[src/rtl/ro_puf_pair_counter.sv]
// Ring-oscillator PUF pair evaluator: synchronises N_RO ring-oscillator inputs, counts the rising
// edges of two challenge-selected channels over a fixed window, and compares the two counts.
module ro_puf_pair_counter #(
  parameter int N_RO        = 16,
  parameter int SEL_W       = 4,
  parameter int CNT_W       = 8,
  parameter int WINDOW      = 64,
  parameter int SYNC_STAGES = 2
) (
  input  logic             clk,
  input  logic             reset,
  input  logic             start,
  input  logic [SEL_W-1:0] cha0,
  input  logic [SEL_W-1:0] cha1,
  input  logic [N_RO-1:0]  ro_in,
  output logic             busy,
  output logic             done,
  output logic             response,
  output logic             tie,
  output logic             sat,
  output logic [CNT_W-1:0] cnt0,
  output logic [CNT_W-1:0] cnt1,
  output logic [2:0]       o_dbg_state
);

  localparam int S     = SYNC_STAGES + 1;
  localparam int TMR_W = $clog2(((WINDOW > S) ? WINDOW : S) + 1);

  typedef enum logic [2:0] {
    ST_IDLE    = 3'd0,
    ST_SETTLE  = 3'd1,
    ST_COUNT   = 3'd2,
    ST_COMPARE = 3'd3,
    ST_DONE    = 3'd4
  } state_e;

  state_e             r_state;
  state_e             w_state_nx;
  logic               w_phase_end;
  logic [TMR_W-1:0]   r_tmr;
  logic [N_RO-1:0]    r_sync [SYNC_STAGES];
  logic [SEL_W-1:0]   r_cha0;
  logic [SEL_W-1:0]   r_cha1;
  logic               r_hist0;
  logic               r_hist1;
  logic               w_s0;
  logic               w_s1;
  logic               w_edge0;
  logic               w_edge1;
  logic               w_max0;
  logic               w_max1;
  logic [CNT_W-1:0]   r_cnt0;
  logic [CNT_W-1:0]   r_cnt1;
  logic               r_sat;
  logic               r_response;
  logic               r_tie;

  // Every RO bit is synchronised continuously, so a new challenge sees settled data.
  always_ff @(posedge clk) begin
    if (reset) begin
      for (int i = 0; i < SYNC_STAGES; i++) r_sync[i] <= '0;
    end else begin
      r_sync[0] <= ro_in;
      for (int i = 1; i < SYNC_STAGES; i++) r_sync[i] <= r_sync[i-1];
    end
  end

  assign w_s0    = r_sync[SYNC_STAGES-1][r_cha0];
  assign w_s1    = r_sync[SYNC_STAGES-1][r_cha1];
  assign w_edge0 = (r_state == ST_COUNT) && w_s0 && !r_hist0;
  assign w_edge1 = (r_state == ST_COUNT) && w_s1 && !r_hist1;
  assign w_max0  = &r_cnt0;
  assign w_max1  = &r_cnt1;

  always_ff @(posedge clk) begin
    if (reset) begin
      r_hist0 <= 1'b0;
      r_hist1 <= 1'b0;
    end else begin
      r_hist0 <= w_s0;
      r_hist1 <= w_s1;
    end
  end

  always_ff @(posedge clk) begin
    if (reset) r_state <= ST_IDLE;
    else       r_state <= w_state_nx;
  end

  always_comb begin
    w_state_nx  = r_state;
    w_phase_end = 1'b0;
    case (r_state)
      ST_IDLE: begin
        if (start) w_state_nx = ST_SETTLE;
      end
      ST_SETTLE: begin
        w_phase_end = (r_tmr == TMR_W'(S - 1));
        if (w_phase_end) w_state_nx = ST_COUNT;
      end
      ST_COUNT: begin
        w_phase_end = (r_tmr == TMR_W'(WINDOW - 1));
        if (w_phase_end) w_state_nx = ST_COMPARE;
      end
      ST_COMPARE: w_state_nx = ST_DONE;
      ST_DONE:    w_state_nx = ST_IDLE;
      default:    w_state_nx = ST_IDLE;
    endcase
  end

  always_ff @(posedge clk) begin
    if (reset) begin
      r_tmr      <= '0;
      r_cha0     <= '0;
      r_cha1     <= '0;
      r_cnt0     <= '0;
      r_cnt1     <= '0;
      r_sat      <= 1'b0;
      r_response <= 1'b0;
      r_tie      <= 1'b0;
    end else begin
      case (r_state)
        ST_IDLE: begin
          r_tmr <= '0;
          if (start) begin
            r_cha0     <= cha0;
            r_cha1     <= cha1;
            r_cnt0     <= '0;
            r_cnt1     <= '0;
            r_sat      <= 1'b0;
            r_response <= 1'b0;
            r_tie      <= 1'b0;
          end
        end
        ST_SETTLE: begin
          r_tmr <= w_phase_end ? '0 : r_tmr + 1'b1;
        end
        ST_COUNT: begin
          r_tmr <= w_phase_end ? '0 : r_tmr + 1'b1;
          // A counter at all-ones holds; the edge it would have wrapped on raises sat.
          if (w_edge0 && !w_max0) r_cnt0 <= r_cnt0 + 1'b1;
          if (w_edge1 && !w_max1) r_cnt1 <= r_cnt1 + 1'b1;
          if ((w_edge0 && w_max0) || (w_edge1 && w_max1)) r_sat <= 1'b1;
        end
        ST_COMPARE: begin
          r_response <= (r_cnt0 > r_cnt1);
          r_tie      <= (r_cnt0 == r_cnt1);
        end
        default: r_tmr <= '0;
      endcase
    end
  end

  assign busy        = (r_state == ST_SETTLE) || (r_state == ST_COUNT) || (r_state == ST_COMPARE);
  assign done        = (r_state == ST_DONE);
  assign response    = r_response;
  assign tie         = r_tie;
  assign sat         = r_sat;
  assign cnt0        = r_cnt0;
  assign cnt1        = r_cnt1;
  assign o_dbg_state = r_state;

endmodule
[config.mk]
export PLATFORM = sky130hd
export DESIGN_NAME = ro_puf_pair_counter
export DESIGN_NICKNAME = d
export VERILOG_FILES = /design/src/rtl/ro_puf_pair_counter.sv
export SDC_FILE = /design/constraint.sdc
export NUM_CORES = 1
export LEC_CHECK = 0
export ABC_AREA = 0
export CAP_MARGIN = 10
export CELL_PAD_IN_SITES_DETAIL_PLACEMENT = 0
export CELL_PAD_IN_SITES_GLOBAL_PLACEMENT = 2
export CORE_ASPECT_RATIO = 1.2
export CORE_MARGIN = 8
export CORE_UTILIZATION = 29
export CTS_CLUSTER_SIZE = 28
export DETAILED_ROUTE_END_ITERATION = 7
export GPL_ROUTABILITY_DRIVEN = 1
export PLACE_DENSITY_LB_ADDON = 0.1
export SLEW_MARGIN = 40
export SYNTH_ARGS = -nofsm -noshare
export SYNTH_HDL_FRONTEND = slang
export SYNTH_SLANG_ARGS = --single-unit
export TNS_END_PERCENT = 1
[constraint.sdc]
create_clock -name clk -period 2.3 [get_ports clk]
set_clock_uncertainty 0.05 [all_clocks]
set_input_delay 0.46 -clock clk [delete_from_list [all_inputs] [get_ports clk]]
set_output_delay 0.46 -clock clk [all_outputs]
set_load 0.01 [all_outputs]
Yosys cells after proc, flatten, opt, wreduce, memory -nomap -nowiden
Memories as Yosys holds them, arrays and structs flattened. Cells that the tools add are included.

Reduce and logical (&&, ||, !) cells: 27. Multiply operators: 0. Bitwise operators: 2. Divide/modulo/power cells: 0. Shifts and indexed selects: 0. Add/subtract/negate cells: 3. $lt $le $gt $ge: 3. Muxes and demuxes: 26. Equal/unequal tests: 13.

Operators by type and width (count): two-way mux 16 bit (2); one-hot mux 8 bit (2 select lines) (2); two-way mux 8 bit (3); adder 8 x 1 -> 8 bit, second input constant (2); AND reduction 8 bit (2); one-hot mux 7 bit (2 select lines) (1); one-hot mux 3 bit (4 select lines) (1); AND reduction 3 bit (4); less-than comparator 4 x 5 -> 1 bit, second input constant (2); two-way mux 3 bit (3); binary-select mux 1 bit (select 4 bit) (2); equality test 8 bit (1); greater-than comparator 8 bit (1); logical AND 1 bit (8); inequality test 2 x 1 -> 1 bit, second input constant (4); one-hot mux 1 bit (2 select lines) (4); adder 7 x 1 -> 7 bit, second input constant (1); equality test 7 x 2 -> 1 bit, second input constant (1); equality test 7 x 6 -> 1 bit, second input constant (1); two-way mux 1 bit (7); two-way mux 7 bit (1); equality test 3 x 2 -> 1 bit, second input constant (2); logical NOT 1 bit (4); inequality test 2 bit, second input constant (2); other kinds (8) (13).

Word-level logic and storage cells: 86. Memories: 1. RAM bits: 32. Bits in registers: 39. Memory bits (read-only): 0. Bits of input ports: 27. Bits in latches: 0. Output and inout bits: 24.

Memory list: r_sync (words 2, bits a word 16, read ports 2, clocked after Yosys merged registers in 0, write ports 2, RTL line 41) `logic [N_RO-1:0] r_sync [SYNC_STAGES];`.

Longest topological paths before layout
Word-level depth: 8. Mapped depth: 7. Gate-level depth less buffers: 7.

Worst setup path before layout
No wires, ideal clock.

Kind: flip-flop to flip-flop. Start: register r_cha1[0]. End: register r_cnt1[3], in the netlist cnt1[3]. Cell stages (with the launch flop): 7. Required time: 2.183 ns. Arrival: 2.013 ns. Path buffers: 1. Path slack: 0.170 ns. Clock period less this slack: 2.130 ns. Path through: dfxtp_1 -> buf_6 -> mux4_1 -> mux4_2 -> a311oi_4 -> a21oi_1 -> o21ai_2.

Longest elaborated chain between the ends: 7.

RTL lines: from (decl) (RTL line 43) `logic [SEL_W-1:0] r_cha1;`; from (signal assigned) (RTL line 127) `r_cha1 <= cha1;`; binary-select mux 1 bit (select 4 bit) (RTL line 69) `assign w_s1 = r_sync[SYNC_STAGES-1][r_cha1];`; two-way mux 1 bit (not written as such) (RTL line 69); logical AND 1 bit (2 in a row) (RTL line 71) `assign w_edge1 = (r_state == ST_COUNT) && w_s1 && !r_hist1;`; logical AND 1 bit (RTL line 142) `if (w_edge1 && !w_max1) r_cnt1 <= r_cnt1 + 1'b1;`; inequality test 2 x 1 -> 1 bit (no source line); AND reduction 3 bit (no source line); to (signal assigned) (RTL line 142); to (decl) (RTL line 53) `logic [CNT_W-1:0] r_cnt1;`.

Every way passes these cells. The select of a mux whose other input is x is not followed. A chain may end at the register's enable or synchronous reset.

Worst setup path in the final report
Ends and elaborated chain as after synthesis.

==> results.txt <==
Outcome -> completed
Place WS -> -33.0 ps
First-pass GRT wire length -> 12.8 mm
CTS sink count -> 71
Number of global-route vias before repair -> 2502
Power Total -> 0.00290 W
Minimum clock period -> 2200 ps
Setup violators final -> 0
Mapped Area -> 3140 µm²
Slew Limit Fails -> 0
Main combinational cell family by area after synthesis -> simple AND/OR/NAND/NOR gates
Max incr delay on CP -> 550 ps
Cells after Synth -> 331
Row cnt -> 41
Yosys warning count -> 0
Skew-Pair Late Insertion Delay -> 330 ps
Synth Flop Type -> dfxtp_1
Root Driver -> clkbuf_16
# placed instances -> 515
DRT iter0 DRCs -> 72
GR Overflow Total -> 0
Slew @ Worst Pin -> 634 ps
Crit-path slowest cell -> mux4_1
Finished Layout Cells -> 532
Max-Cap Viols -> 0
Setup CP Type -> reg -> reg
Post-synthesis xor/xnor area fraction -> 0.0112
Gpl congestion -> 0.829
Antenna Nets Post-Route -> 0
DRC errors left -> 0
GRT Resource Usage Total -> 0.112
Sequential area share after synthesis -> 0.453
Unique cell type count in the Yosys netlist -> 53
Setup ws final -> 98.6 ps
FF+latch count, synth -> 71
Number of enable flip-flop cells after synthesis -> 0
Syn_area_per_cell -> 9.47 µm²
Most frequent cells in the layout -> dfxtp_1, clkdlybuf4s50_1, nor2b_1, nand2_1, nor2_1
Post-synthesis compound-gate area fraction -> 0.139
Worst path top cell family by delay -> multiplexers
IO Count -> 51
CP max FO -> 6
Post-synth top area share -> 0.453
Synth Area in Adders -> 0.0479
Core Footprint -> 10500 µm²
RSZ-0062 raised after global routing -> yes
Number of antenna diodes -> 0
Max VDD drop -> 0.000427 V
Worst Setup End Kind -> flop
First-pass iteration count of the detailed router -> 4
Routed WL -> 7.94 mm
Initial Utilization -> 0.298
Critical Path Source Type -> flop
DP Area -> 3870 µm²
DR WL/cell -> 14.9 µm
TritonCTS clock tree -> yes
Tcrit/Tclk final -> 0.957
Die area -> 14400 µm²
Syn nets -> 370
Multiplexer share of the synthesized area -> 0.0814
IO buf count -> 50
FFs w/ async S/R, synth -> 0
H-tree Lvls -> 3
Hold Fails Final Rpt -> 0
Largest net degree at the start of global routing -> 32
Dpl hpwl -> 6.22 mm
Slew HR -> 0.573
CP arrival -> 2420 ps
Worst Path Required -> 2520 ps
DIE HEIGHT -> 130 µm
Fillers -> 1045
Leakage power -> 1.53 nW
Layout area overhead -> 33.4%
Hold WC Path Type -> reg -> reg
Synth area leader -> dfxtp_1
Via Count -> 2558
Fmax -> 454 MHz
CP cell instances -> mux4_1, mux4_2, a311oi_4, a21oi_1, o21ai_2
CP bufs+invs -> 0
Power per cell area -> 694 nW/µm²
Total clock buffers created by CTS -> 9
Worst-path clk slew -> 60 ps
Post-CTS Hold Buffers -> 0
Synth top area cells -> dfxtp_1, nor2b_1, ha_1
Fin area -> 4180 µm²
Most common cell after layout, fill and taps aside -> dfxtp_1
Die Wd -> 111 µm
Fin nets -> 437
Initial antenna violation count -> 0
Via/cell ratio -> 4.81
Simple-Gate Fraction of Synth Area -> 0.230
Layout cells sized above 1 -> 0.129
Clock tree buffer depth -> 2
-- where the power goes --
group          internal [W]  switching (W)  leakage, nW
Combinational      0.000125      0.0000960        0.806
Clock              0.000847       0.000537        0.147
Sequential          0.00127      0.0000257        0.582
Total               0.00224       0.000659         1.53
-- state kept, by name, indices dropped and copies added, names as in the netlist --
| register | count |
|---|---|
| o_dbg_state | 3 |
| sat | 1 |
| r_tmr | 7 |
| r_hist0 | 1 |
| cnt1 | 8 |
| cnt0 | 8 |
| tie | 1 |
| r_hist1 | 1 |
| response | 1 |
| r_cha1 | 4 |
| r_sync | 32 |
| r_cha0 | 4 |
-- worst register-to-register path: cells and delay by family (launching register included) --
family             cells  cell delay, ps
muxes                  2            1080
DFF                    1             380
AOI/OAI and AO/OA      3             640
-- Yosys cell counts, types with 3 or more instances --
master / n
nor3_1: 3
mux4_1: 3
o21ai_0: 12
a31oi_1: 3
o21a_1: 3
nor2_1: 22
inv_1: 14
nand4_1: 7
mux2i_1: 3
ha_1: 12
nor2b_1: 35
a2bb2oi_1: 3
nor4_1: 4
dfxtp_1: 71
o211ai_1: 3
xor2_1: 3
nand2_1: 31
a211oi_1: 3
o21ai_1: 6
nand3_1: 13
a21oi_1: 16
or3_1: 7
nand2b_1: 3
clkbuf_1: 9
mux4_2: 6
-- logic make-up (layout without fill, tap and decap cells) --
group | after synthesis | count (layout)
AND/OR/NAND/NOR | 138 | 138
flip-flops | 71 | 71
AO/OA/AOI/OAI | 65 | 65
buffers and inverters | 28 | 100
multiplexers | 13 | 13
adder cells (fa/ha/maj) | 12 | 12
XOR/XNOR | 4 | 4
-- path summary, 6_finish.rpt --
check	start	to	slack [ps]	cells past startpoint
setup / recovery	r_cha1[0]	cnt1[3]	100	5
hold / removal	r_sync[0][13]	r_sync[0][29]	380	1
setup reg to reg	r_cha1[0]	cnt1[3]	100	5
hold reg to reg	r_sync[0][13]	r_sync[0][29]	380	1
-- timing repair --
action / CTS / global route
pin swaps: 1 / 1
setup endpoints to repair: 5 / 8
gates resized for setup: 0 / 3
setup buffers: 0 / 1
-- layout make-up --
class	instances	area (µm²)	area share
well taps	129	161	0.0386
clock inverters	6	70.1	0.0168
inverters	14	52.6	0.0126
flip-flops and latches	71	1430	0.341
repair buffers	70	646	0.154
multi-input cells	232	1600	0.382
clock buffers	10	229	0.0547
-- through the flow --
| stage | TNS, ps | util | hold WS (ps) |
|---|---|---|---|
| 4_1_cts | 0 | 0.397 | 384 |
| 5_1_grt | -12.3 | 0.398 | 398 |
| 6_report | 0 | 0.398 | 382 |
| 2_1_floorplan | 0 | - | 364 |
| 3_5_place_dp | -103 | 0.368 | 370 |
| 3_3_place_gp | 0 | 0.368 | 376 |
-- layer usage --
metal  wire length (µm)  global-route usage
met1               3530               0.120
met2               3810               0.192
met3                450              0.0399
met4                146              0.0573
met5                  0                   0
Note: power is estimated with default switching activity, not from simulation.
